`config.mk`:
```
export PLATFORM = sky130hd
export DESIGN_NAME = rvj1_wb_master
export DESIGN_NICKNAME = d
export VERILOG_FILES = /design/src/rtl/rvj1_wb_master.sv
export SDC_FILE = /design/constraint.sdc
export NUM_CORES = 1
export LEC_CHECK = 0
export CAP_MARGIN = 0
export CORE_UTILIZATION = 42
export DETAILED_ROUTE_END_ITERATION = 7
export PLACE_DENSITY = 0.85
export SLEW_MARGIN = 40
export SYNTH_ARGS = -nofsm -noshare
export SYNTH_HDL_FRONTEND = slang
export SYNTH_SLANG_ARGS = --single-unit
```
`constraint.sdc`:
```
create_clock -name wb_clk_i -period 3.5 [get_ports wb_clk_i]
set_input_delay 0.35 -clock wb_clk_i [delete_from_list [all_inputs] [get_ports wb_clk_i]]
set_output_delay 0.35 -clock wb_clk_i [all_outputs]
set_load 0.05 [all_outputs]
```
`src/rtl/rvj1_wb_master.sv`:
```
// Wishbone classic (B4) single-beat master bridging the rvj1 core req/gnt/rvalid data port.
// Optional bus timeout is built only when RVJ1_WBM_TIMEOUT_EN is defined.
module rvj1_wb_master #(
    parameter int unsigned TIMEOUT_CYCLES = 255
) (
    input  logic        wb_clk_i,
    input  logic        wb_rst_ni,
    input  logic        req_i,
    input  logic        we_i,
    input  logic [3:0]  be_i,
    input  logic [31:0] addr_i,
    input  logic [31:0] wdata_i,
    output logic        gnt_o,
    output logic        rvalid_o,
    output logic [31:0] rdata_o,
    output logic        err_o,
    output logic        busy_o,
    output logic        wbm_cyc_o,
    output logic        wbm_stb_o,
    output logic        wbm_we_o,
    output logic [3:0]  wbm_sel_o,
    output logic [31:0] wbm_adr_o,
    output logic [31:0] wbm_dat_o,
    input  logic [31:0] wbm_dat_i,
    input  logic        wbm_ack_i,
    input  logic        wbm_err_i
);

    typedef enum logic [1:0] {
        IDLE = 2'd0,
        BUS  = 2'd1,
        RESP = 2'd2
    } state_e;

    state_e      state_q;
    logic        we_q;
    logic [3:0]  sel_q;
    logic [31:0] adr_q;
    logic [31:0] dat_q;
    logic [31:0] rdata_q;
    logic        err_q;
    logic        cyc_q;
    logic        rvalid_q;
    logic        tmo_hit;
    logic        unused_addr_lsb;

    if (TIMEOUT_CYCLES < 1 || TIMEOUT_CYCLES > 65535) begin : g_bad_timeout
        $error("TIMEOUT_CYCLES out of range 1..65535");
    end

    // Byte lanes come only from be_i; the low address bits carry no information.
    assign unused_addr_lsb = ^addr_i[1:0];

`ifdef RVJ1_WBM_TIMEOUT_EN
    localparam int unsigned CW = $clog2(TIMEOUT_CYCLES + 1);
    localparam logic [CW-1:0] TMO_LIMIT = CW'(TIMEOUT_CYCLES - 1);
    localparam logic [CW-1:0] TMO_MAX   = {CW{1'b1}};

    logic [CW-1:0] tmo_cnt_q;

    // Counts BUS cycles; cleared as a request is accepted, saturates instead of wrapping.
    always_ff @(posedge wb_clk_i or negedge wb_rst_ni) begin
        if (!wb_rst_ni) begin
            tmo_cnt_q <= '0;
        end else if (state_q == IDLE && req_i) begin
            tmo_cnt_q <= '0;
        end else if (state_q == BUS && tmo_cnt_q != TMO_MAX) begin
            tmo_cnt_q <= tmo_cnt_q + 1'b1;
        end
    end

    assign tmo_hit = (state_q == BUS) && (tmo_cnt_q == TMO_LIMIT);
`else
    assign tmo_hit = 1'b0;
`endif

    always_ff @(posedge wb_clk_i or negedge wb_rst_ni) begin
        if (!wb_rst_ni) begin
            state_q  <= IDLE;
            we_q     <= 1'b0;
            sel_q    <= 4'h0;
            adr_q    <= 32'h0;
            dat_q    <= 32'h0;
            rdata_q  <= 32'h0;
            err_q    <= 1'b0;
            cyc_q    <= 1'b0;
            rvalid_q <= 1'b0;
        end else begin
            case (state_q)
                IDLE: begin
                    rvalid_q <= 1'b0;
                    if (req_i) begin
                        we_q    <= we_i;
                        sel_q   <= be_i;
                        adr_q   <= {addr_i[31:2], 2'b00};
                        dat_q   <= wdata_i;
                        cyc_q   <= 1'b1;
                        state_q <= BUS;
                    end
                end
                BUS: begin
                    // err outranks ack, and ack outranks a coincident timeout.
                    if (wbm_err_i) begin
                        err_q    <= 1'b1;
                        rdata_q  <= 32'h0;
                        cyc_q    <= 1'b0;
                        rvalid_q <= 1'b1;
                        state_q  <= RESP;
                    end else if (wbm_ack_i) begin
                        err_q    <= 1'b0;
                        rdata_q  <= we_q ? 32'h0 : wbm_dat_i;
                        cyc_q    <= 1'b0;
                        rvalid_q <= 1'b1;
                        state_q  <= RESP;
                    end else if (tmo_hit) begin
                        err_q    <= 1'b1;
                        rdata_q  <= 32'h0;
                        cyc_q    <= 1'b0;
                        rvalid_q <= 1'b1;
                        state_q  <= RESP;
                    end
                end
                RESP: begin
                    rvalid_q <= 1'b0;
                    state_q  <= IDLE;
                end
                default: begin
                    cyc_q    <= 1'b0;
                    rvalid_q <= 1'b0;
                    state_q  <= IDLE;
                end
            endcase
        end
    end

    assign gnt_o     = req_i && (state_q == IDLE);
    assign busy_o    = (state_q != IDLE);
    assign rvalid_o  = rvalid_q;
    assign rdata_o   = rdata_q;
    assign err_o     = err_q;
    assign wbm_cyc_o = cyc_q;
    assign wbm_stb_o = cyc_q;
    assign wbm_we_o  = we_q;
    assign wbm_sel_o = sel_q;
    assign wbm_adr_o = adr_q;
    assign wbm_dat_o = dat_q;

endmodule

```
==> flow_summary.json <==
{
  "status": "finished with violations",
  "violations": "negative hold slack",
  "setup_viol": 0,
  "synth_cell_types": 20,
  "seqPwrFrac": 0.325,
  "hold_viol": 9,
  "cts_root_buf": "clkbuf_8",
  "ctsHoldBuffers": 0,
  "overflow": 0,
  "fin_skew_ns": 0.0122,
  "postRouteAntennaNets": 0,
  "initial_core_util": 0.435,
  "cts_tree": "done",
  "critPathLaunch": "req_i",
  "yosysSeqAreaShare": 0.647,
  "fp.dieW_um": 99.8,
  "min_period_over_period": 0.657,
  "ir_drop_v": 0.000381,
  "ios": 213,
  "row_count": 35,
  "rr_startpoint": "state_q[0]",
  "cp_data_arrival_time_ns": 1.95,
  "maxSlewHeadroom": 0.560,
  "synth_top_area_frac": 0.647,
  "ff2ff_path_depth": 4,
  "crit_path_end_kind": "output pin",
  "vias": 3143,
  "nFillCells": 679,
  "cp-start-kind": "primary input",
  "grt_max_degree": 76,
  "holdWs_ns": -0.00841,
  "path_cells": "clkdlybuf4s50_1 -> nor2b_1 -> nor2b_4 -> buf_4",
  "wl_per_cell_um": 15.5,
  "syn_inst": 310,
  "dr.pass1.iters": 4,
  "crit_slowest_cell": "nor2b_4",
  "tightest_slew_ns": 0.660,
  "core_um2": 9240,
  "yosys.area.top_type": "dfrtp_1",
  "grt_pass1_vias": 3264,
  "cp_data_required_time_ns": 3.15,
  "critPathMaxStageDelay_ns": 0.61,
  "hold_class": "primary input to async pin",
  "viasPerCell": 4.83,
  "comb_power_share": 0.537,
  "cts_buffers": 9,
  "dpl.cell_count": 635,
  "antenna_found_initial": 0,
  "postSynthAreaPerCell_um2": 13.0,
  "p_per_area_nw_per_um2": 856,
  "ys_ff_latch": 104,
  "dieArea_um2": 9970,
  "internal_power_mw": 2.99,
  "r2r_slack_ns": 1.43,
  "seqCellArea_um2": 2600,
  "post_cts_buffers": 0,
  "path_max_fanout": 22,
  "die_height_um": 99.8,
  "r2r_end": "wbm_sel_o[1]",
  "multi_input_area_um2": 1290,
  "tns_ns": 0,
  "ctsLongestPathBuffers": 2,
  "htree_levels": 3,
  "worstSetupPathType": "primary input to output pin",
  "grt_usage": 0.211,
  "drive_gt1_frac": 0.153,
  "cts.sinks": 104,
  "leakage_nw": 2.65,
  "yosys_warnings": 0,
  "wl_mm": 10.1,
  "io_buffers": 208,
  "diodes": 0,
  "dpl.hpwl_mm": 7.52,
  "clock_latency_ns": 0.35,
  "fin_nets": 623,
  "grt_pass1_wl_mm": 16.3,
  "final_cells": 651,
  "max-cap-violations": 0,
  "cts-resized-gates": 0,
  "drc": 0,
  "clk_pin_slew_ns": 0.10,
  "max_freq_mhz": 435,
  "finalCriticalPeriod_ns": 2.30,
  "slew_violations": 0,
  "area_delta_synth_final_pct": 60.0,
  "power_frac_clock": 0.137,
  "switchingPower_mw": 2.52,
  "gp_congestion": 0.697,
  "syn_area_um2": 4020,
  "synthTopCellsByArea": "dfrtp_1, mux2_2, o21ai_0, mux2_1, nand2_1",
  "cp-endpoint": "gnt_o",
  "rsz0062_at_grt": "false",
  "drt-initial-drc-count": 98,
  "power_switching_share": 0.457
}
## through the flow
step | utilization | cell area, um2 | setup WS (ns) | hold slack (ns) | power [mW]
after floorplan | - | 4020 | 1.90 | 0.0544 | 3.69
after CTS | 0.696 | 6430 | 1.19 | 0.0254 | 5.56
after global placement | 0.674 | 6220 | 1.08 | 0.467 | 4.72
after global routing | 0.696 | 6430 | 1.08 | 0.0352 | 5.77
after detailed placement | 0.674 | 6230 | 1.01 | 0.418 | 4.79
final | 0.696 | 6430 | 1.20 | -0.00841 | 5.50
## layout make-up
cell class | instances | share of cell area
clock buffers | 11 | 0.0220
clock inverters | 5 | 0.00973
inverters | 4 | 0.00233
multi-input cells | 180 | 0.201
flip-flops and latches | 104 | 0.405
well taps | 129 | 0.0251
repair buffers | 218 | 0.335
## routing by layer
| layer | track usage | part of all wire | up-vias |
|---|---|---|---|
| met3 | 0.0592 | 0.089 | 12 |
| met1 | 0.264 | 0.40 | 1515 |
| li1 | - | - | 1472 |
| met4 | 0.0679 | 0.015 | 0 |
| met5 | 0 | 0 | - |
| met2 | 0.354 | 0.49 | 144 |
## power groups by stage
stage	clock, mW	sequential [mW]	combinational (mW)
CTS	0.781	1.80	2.98
global placement	0	1.79	2.93
detailed placement	0	1.82	2.97
finish	0.756	1.79	2.96
floorplan	0	3.17	0.515
global route	0.837	1.85	3.08
## worst max-delay path, delay by kind of cell
kind,cells,cell delay [ns]
simple gates,2,0.82
buf+inv,2,0.77
## sequential cells by signal, summed over array words and instances, names as in the netlist
signal and flops:
wbm_dat_o 32, wbm_we_o 1, wbm_cyc_o 1, rvalid_o 1
wbm_adr_o 30, state_q 2, wbm_sel_o 4, rdata_o 32
err_o 1
## logic make-up (layout without fill, tap and decap cells)
| logic type | count (synthesis) | after routing | share of synthesized area |
|---|---|---|---|
| compound gates | 69 | 69 | 0.0862 |
| simple gates | 42 | 42 | 0.0426 |
| flops | 104 | 104 | 0.647 |
| buf+inv | 27 | 238 | 0.0352 |
| mux | 67 | 67 | 0.188 |
| other cells | 1 | 2 | 0.000933 |
## synthesized netlist by cell type
cell      count
a21oi_1       2
buf_2         5
buf_4         3
buf_6         3
clkbuf_1     12
conb_1        1
dfrtp_1     104
inv_1         4
mux2_1       19
mux2_2       48
nand2_1      32
nand2b_1      1
nor2_1        4
nor2b_1       2
nor3_1        1
o21ai_0      62
o21ai_1       4
o22ai_1       1
or2_1         1
or2_2         1
## how the worst min path moves through the flow
| stage | start | end | slack (ns) | cells after the start |
|---|---|---|---|---|
| 2_1_floorplan | wb_rst_ni | err_o | 0.05 | 0 |
| 3_3_place_gp | wbm_dat_o[3] | wbm_dat_o[3] | 0.47 | 1 |
| 3_5_place_dp | wb_rst_ni | wbm_dat_o[19] | 0.42 | 1 |
| 4_1_cts | wb_rst_ni | wbm_adr_o[25] | 0.03 | 1 |
| 5_1_grt | wb_rst_ni | wbm_sel_o[3] | 0.04 | 1 |
| 6_report | wb_rst_ni | wbm_adr_o[25] | -0.008 | 1 |
## cell usage in the layout, fill, tap and decap left out, drive strengths merged
| cell | count |
|---|---|
| inv | 6 |
| o22ai | 1 |
| nand2b | 1 |
| conb | 2 |
| nand2 | 32 |
| a21oi | 2 |
| clkdlybuf4s50 | 206 |
| or2 | 2 |
| o21ai | 66 |
| dfrtp | 104 |
| nor3 | 1 |
| buf | 12 |
| clkbuf | 11 |
| clkinvlp | 2 |
| bufinv | 1 |
| nor2 | 4 |
| nor2b | 2 |
| mux2 | 67 |
(Power assumes the default switching activity.)
